==> src/rtl/deskew_bank.sv <==
// ---------------------------------------------------------------------------
// deskew_bank
//
// Re-aligns a diagonally skewed multi-lane stream leaving a systolic array.
// Lane i of row r arrives i shift steps after lane 0 of the same row, so
// lane i is held back LANES-1-i shift steps. After that delay all lanes of
// a row land in the output register on the same shift edge.
//
// Each lane with a non-zero delay keeps its words in a small circular
// buffer. A per-lane valid bit travels alongside the data. Lanes whose
// delayed valid bit is clear are masked to zero on the output.
//
// Parameters
//   D_W    width of one lane word (signed)
//   LANES  lane count (>= 1)
//
// Ports
//   clk        clock
//   rst        synchronous, active-high reset (wins over shift_en)
//   shift_en   advance every lane one step; everything holds when low
//   data_in    skewed input, lane i at [i*D_W +: D_W]
//   valid_in   per-lane valid, skewed like data_in
//   data_out   aligned row (registered); invalid lanes read as zero
//   valid_out  registered: every lane of the aligned row was valid
//   skew_err   sticky flag for a partially valid row
//   err_cnt    saturating count of partially valid rows
//
// Optional feature: define DESKEW_ERR_EN to compile in the misalignment
// checker. Without it, skew_err and err_cnt are tied to zero and the
// datapath is unchanged.
// ---------------------------------------------------------------------------
module deskew_bank #(
  parameter int D_W   = 32,
  parameter int LANES = 4
) (
  input  logic                 clk,
  input  logic                 rst,
  input  logic                 shift_en,
  input  logic [LANES*D_W-1:0] data_in,
  input  logic [LANES-1:0]     valid_in,
  output logic [LANES*D_W-1:0] data_out,
  output logic                 valid_out,
  output logic                 skew_err,
  output logic [15:0]          err_cnt
);

  // Delayed (already aligned) valid bit and word of each lane, before masking.
  logic [LANES-1:0]          dv_s;
  logic [LANES-1:0][D_W-1:0] dword_s;

  for (genvar i = 0; i < LANES; i++) begin : g_lane
    localparam int DEPTH = LANES - 1 - i;

    if (DEPTH == 0) begin : g_pass
      // The last lane arrives last, so it needs no delay at all.
      assign dv_s[i]    = valid_in[i];
      assign dword_s[i] = data_in[i*D_W +: D_W];
    end else if (DEPTH == 1) begin : g_one
      // A one-entry ring degenerates to a single register. Its pointers are
      // permanently zero, so they are not materialised.
      logic [D_W-1:0] word_q;
      logic           vld_q;

      // Valid bit: cleared by reset so in-flight rows are discarded.
      always_ff @(posedge clk) begin
        if (rst) begin
          vld_q <= 1'b0;
        end else if (shift_en) begin
          vld_q <= valid_in[i];
        end
      end

      // Data word: no reset, because it is masked by the valid bit anyway.
      always_ff @(posedge clk) begin
        if (shift_en) begin
          word_q <= data_in[i*D_W +: D_W];
        end
      end

      assign dv_s[i]    = vld_q;
      assign dword_s[i] = word_q;
    end else begin : g_ring
      localparam int PW = $clog2(DEPTH);

      logic [D_W-1:0] mem_q [DEPTH];
      logic [DEPTH-1:0] vld_q;
      logic [PW-1:0]  wr_ptr_q;
      logic [PW-1:0]  wr_ptr_d;
      logic [PW-1:0]  rd_ptr_q;
      logic [PW-1:0]  rd_ptr_d;

      // Both pointers advance once per shift and wrap DEPTH-1 -> 0. They start
      // equal, so the read always returns the entry written DEPTH shifts ago
      // (read-before-write on the shared slot).
      always_comb begin
        wr_ptr_d = wr_ptr_q;
        rd_ptr_d = rd_ptr_q;
        if (wr_ptr_q == PW'(DEPTH - 1)) begin
          wr_ptr_d = '0;
        end else begin
          wr_ptr_d = wr_ptr_q + PW'(1);
        end
        if (rd_ptr_q == PW'(DEPTH - 1)) begin
          rd_ptr_d = '0;
        end else begin
          rd_ptr_d = rd_ptr_q + PW'(1);
        end
      end

      // Pointers and stored valid bits: reset so in-flight rows are discarded.
      always_ff @(posedge clk) begin
        if (rst) begin
          wr_ptr_q <= '0;
          rd_ptr_q <= '0;
          vld_q    <= '0;
        end else if (shift_en) begin
          vld_q[wr_ptr_q] <= valid_in[i];
          wr_ptr_q        <= wr_ptr_d;
          rd_ptr_q        <= rd_ptr_d;
        end
      end

      // Data storage: a plain write port without reset, so it maps to distributed RAM.
      always_ff @(posedge clk) begin
        if (shift_en) begin
          mem_q[wr_ptr_q] <= data_in[i*D_W +: D_W];
        end
      end

      assign dv_s[i]    = vld_q[rd_ptr_q];
      assign dword_s[i] = mem_q[rd_ptr_q];
    end
  end

  logic [LANES*D_W-1:0] data_out_q;
  logic [LANES*D_W-1:0] data_out_d;
  logic                 valid_out_q;
  logic                 valid_out_d;

  // Mask invalid lanes to zero. The row is valid only when every lane is valid.
  always_comb begin
    data_out_d  = '0;
    valid_out_d = &dv_s;
    for (int l = 0; l < LANES; l++) begin
      if (dv_s[l]) begin
        data_out_d[l*D_W +: D_W] = dword_s[l];
      end else begin
        data_out_d[l*D_W +: D_W] = '0;
      end
    end
  end

  // Output register: loads only on a shift and holds through stalls.
  always_ff @(posedge clk) begin
    if (rst) begin
      data_out_q  <= '0;
      valid_out_q <= 1'b0;
    end else if (shift_en) begin
      data_out_q  <= data_out_d;
      valid_out_q <= valid_out_d;
    end
  end

  assign data_out  = data_out_q;
  assign valid_out = valid_out_q;

`ifdef DESKEW_ERR_EN
  logic        partial_s;
  logic        skew_err_q;
  logic [15:0] err_cnt_q;
  logic [15:0] err_cnt_d;

  // A row is misaligned when some of its lanes are valid, but not all of them.
  always_comb begin
    partial_s = (|dv_s) && !(&dv_s);
    if (err_cnt_q == 16'hFFFF) begin
      err_cnt_d = err_cnt_q;
    end else begin
      err_cnt_d = err_cnt_q + 16'd1;
    end
  end

  // Sticky error flag and saturating counter, updated on shift edges only.
  always_ff @(posedge clk) begin
    if (rst) begin
      skew_err_q <= 1'b0;
      err_cnt_q  <= 16'h0000;
    end else if (shift_en && partial_s) begin
      skew_err_q <= 1'b1;
      err_cnt_q  <= err_cnt_d;
    end
  end

  assign skew_err = skew_err_q;
  assign err_cnt  = err_cnt_q;
`else
  assign skew_err = 1'b0;
  assign err_cnt  = 16'h0000;
`endif

endmodule

==> config.mk <==
export PLATFORM = sky130hd
export DESIGN_NAME = deskew_bank
export DESIGN_NICKNAME = d
export VERILOG_FILES = /design/src/rtl/deskew_bank.sv
export SDC_FILE = /design/constraint.sdc
export NUM_CORES = 1
export LEC_CHECK = 0
export BUFFER_PORTS_ARGS = -buffer_cell sky130_fd_sc_hd__clkbuf_2
export CORE_MARGIN = 5
export CORE_UTILIZATION = 30
export CTS_BUF_LIST = sky130_fd_sc_hd__clkbuf_8
export CTS_CLUSTER_SIZE = 10
export DETAILED_ROUTE_END_ITERATION = 6
export GPL_ROUTABILITY_DRIVEN = 0
export PLACE_DENSITY = 0.55
export SLEW_MARGIN = 40
export SYNTH_ARGS = -nofsm -noshare
export SYNTH_HDL_FRONTEND = slang
export SYNTH_SLANG_ARGS = --single-unit
==> constraint.sdc <==
create_clock -name clk -period 6.5 [get_ports clk]
set_clock_uncertainty 0.15 [all_clocks]
set_input_delay 0 -clock clk [delete_from_list [all_inputs] [get_ports clk]]
set_output_delay 0 -clock clk [all_outputs]
set_load 0.005 [all_outputs]
==> impl_results.md <==
* H-tree depth at 2
* Netlist Area Pre-Place at 11900 sq um
* Vias at a little over 9000
* Drt pass-1 iters at 4
* Area occupied by multi-input gates at 2880 sq um
* Yosys warning count at 0
* RR Endpoint: valid_out
* Initial core utilization at 0.302
* Worst r2r src: g_lane[0].g_ring.rd_ptr_q[0]
* CP arrival at roughly 3.2 ns
* Average wire per standard cell at between 15 and 20 microns
* Worst Setup End Kind: register
* Sequential share of the synthesized area at 0.727
* CTS tree: yes
* Clock Path Buffers at 3
* RSZ-0062 raised after global routing: no
* Top cells by area, synth: edfxtp_1 48%, dfxtp_1 24%, a22oi_1 4.0%
* Total GRT Usage at 0.153
* Dpl cell area at between 10000 and 15000 sq um
* Synth unique cells at 31
* Main combinational cell family by area after synthesis: compound AO/OA/AOI/OAI gates
* Setup CP Type: input pin to register
* R2R cell count at 4
* Root Driver: clkbuf_8
* Post-synthesis xor/xnor area fraction at 0.000736
* Num Clock Sinks at 336
* Synth Register Bits at approximately 340
* Chip width at roughly 210 microns
* Max Cap Viol at 0
* Fillers at roughly 3600
* DR WL met3 at about 2.3 mm
* Final hold slack at 0.0684 ns
* Fin crit share at 0.428
* PD cells at between 200 and 300 nW/um^2
* Post-DP HPWL at 18.0 mm
* Worst vdd ir at between 0.00015 and 0.0002 V
* Yosys top cell by area: edfxtp_1
* Slew Viols, Final at 0
* Setup_tns at 0 ns
* Initial DRC Count at 380
* IO Count at 281
* Most frequent cells in the layout: 290 x dlygate4sd3_1, 261 x clkbuf_2, 192 x edfxtp_1
* Hold_sp: data_in[102]
* Clock slew at reported path FFs at approximately 0.070 ns
* Post-synthesis mux area share at 0.0371
* Period minus WS final at around 2.8 ns
* Simple-gate share of the synthesized area at 0.0822
* Max Freq at 359 MHz
* Startpoint class of the critical path: input pin
* First-pass GRT wire length at between 50 and 60 mm
* Synth Area in Compound Gates at 0.115
* Top-area cell type share of the netlist area at 0.484
* Post-synthesis cell count at ~900
* Post-route insts no fill at 2009
* Reg-to-reg slack, setup at about 4.4 ns
* Adder-cell share of the synthesized area at 0
* DR WL met2 at 17.5 mm
* Layout cells sized above 1 at 0.260
* Area delta synth->final at 48.5%
* Met1 wire length at 13.7 mm
* Total grt overflow at 0
* DP Cell Count at roughly 1600
* Most common cell after layout, fill and taps aside: dlygate4sd3_1
* Final Hold Violating Endpoints at 0
* Max-slew headroom at 0.456
* DR top layer: met5
* DRC at 0
* Hold depth at 4
* Vias per cell at 4.60
* PortBufs at roughly 260
* Vias in the first global route at between 9000 and 10000
* Finish-stage setup viols at 0
* Inserted Diodes at 0
* Worst-path fanout max at between 50 and 60
* Measured slew at the worst slew-check pin at between 0.8 and 0.9 ns
* Die boundary height at about 210 microns
* Post-DRT Antenna Nets at 0
* Total Wirelength at between 30 and 40 mm
* Largest net degree at the start of global routing at between 90 and 100
* Later-pin clock latency in the skew report at around 0.63 ns
* Core Box Area at around 39000 sq um
* Initial antenna violation count at 1
* Inserted Clock Buffers at 55
* Row count at between 70 and 80
* Leakage power at a little under 7 nW
* Critical Path RT at 6.90 ns
* Register area at just under 9000 sq um
* Post-Syn Area per Cell at roughly 13 sq um
* Die area at 43800 sq um
* Type of the worst min-delay path: input pin to register
* Worst Hold Endpoint: data_out[102]
* Outcome: complete, no violations
* Finished Cell Area at between 15000 and 20000 sq um
* Total Nets Final at ~1600
cells by family (layout without fill, tap and decap cells):
kind of cell / Yosys count / in the layout
compound gates: 199 / 199
xor+xnor: 1 / 1
buf+inv: 92 / 672
flops: 336 / 336
mux: 40 / 40
other cells: 1 / 17
simple gates: 219 / 219
per-layer routing:
layer | GRT usage | up-vias
met1 | 0.181 | 4518
met2 | 0.266 | 307
met5 | 0 | -
met4 | 0.0626 | 2
met3 | 0.0398 | 65
li1 | - | 4351
worst max-delay path by stage:
stage	startpoint	end	slack [ns]
3_5_place_dp	shift_en	g_lane[1].g_ring.mem_q[0][17]	4.21
2_1_floorplan	g_lane[0].g_ring.wr_ptr_q[1]	g_lane[0].g_ring.vld_q[0]	2.97
6_report	shift_en	data_out[108]	3.72
3_3_place_gp	shift_en	g_lane[1].g_ring.vld_q[1]	3.97
4_1_cts	shift_en	data_out[110]	3.85
5_1_grt	shift_en	data_out[108]	3.58
sequential cells by signal, summed over array words and instances (netlist names), named ones only:
signal	count
data_out	128
g_lane.g_one.vld_q	1
g_lane.g_one.word_q	32
g_lane.g_ring.mem_q	160
g_lane.g_ring.rd_ptr_q	3
g_lane.g_ring.vld_q	5
g_lane.g_ring.wr_ptr_q	3
valid_out	1
critical path, stage by stage:
cell,delay (ns)
dlygate4sd3_1,0.53
buf_4,0.29
buf_4,0.66
and2_2,0.73
a22oi_1,0.17
nor2_1,0.18
dlygate4sd3_1,0.58
timing repair:
item	4_1_cts	5_1_grt
endpoints found under the hold margin	328	0
setup endpoints to repair	0	0
gates resized for setup	0	0
hold buffers	290	0
setup buffers	0	0
Yosys cell counts:
cell      number
clkbuf_1      45
nor2_1        74
o32ai_1       32
a22oi_1       64
a211oi_1      32
buf_2         19
buf_4         17
and2_1         3
nand2_1       70
edfxtp_1     192
nand3b_1       2
nand3_1       33
dfxtp_1      144
conb_1         1
inv_1          4
nor2b_1       32
xnor2_1        1
and3b_1        1
o41ai_1        1
o21ai_0       32
and2b_2        1
nand2b_1       1
inv_2          1
mux2i_1        7
buf_1          3
a21oi_1       37
buf_6          3
nor3b_1        2
mux2_2        25
mux2_1         8
o22a_2         1
stage by stage:
| step | utilization | worst slack [ns] | power (W) |
|---|---|---|---|
| after floorplan | - | 2.97 | 0.00259 |
| after global placement | 0.345 | 3.97 | 0.00271 |
| after detailed placement | 0.345 | 4.21 | 0.00272 |
| after CTS | 0.448 | 3.85 | 0.00478 |
| after global routing | 0.448 | 3.58 | 0.00492 |
| final | 0.448 | 3.72 | 0.00471 |
cell type report:
cell class / count / share of cell area
multi-input combinational: 476 / 0.163
clock inverter: 40 / 0.0161
inverter: 5 / 0.00120
timing repair buffer: 564 / 0.244
sequential: 336 / 0.489
clock buffer: 63 / 0.0490
tap: 525 / 0.0372
report_power, final:
group | switching, W | internal (W) | leakage [nW]
logic | 0.000205 | 0.000222 | 3.25
registers | 0.0000376 | 0.00234 | 2.97
clock network | 0.000855 | 0.00105 | 0.644
total | 0.00110 | 0.00361 | 6.86
(Power assumes the default switching activity.)
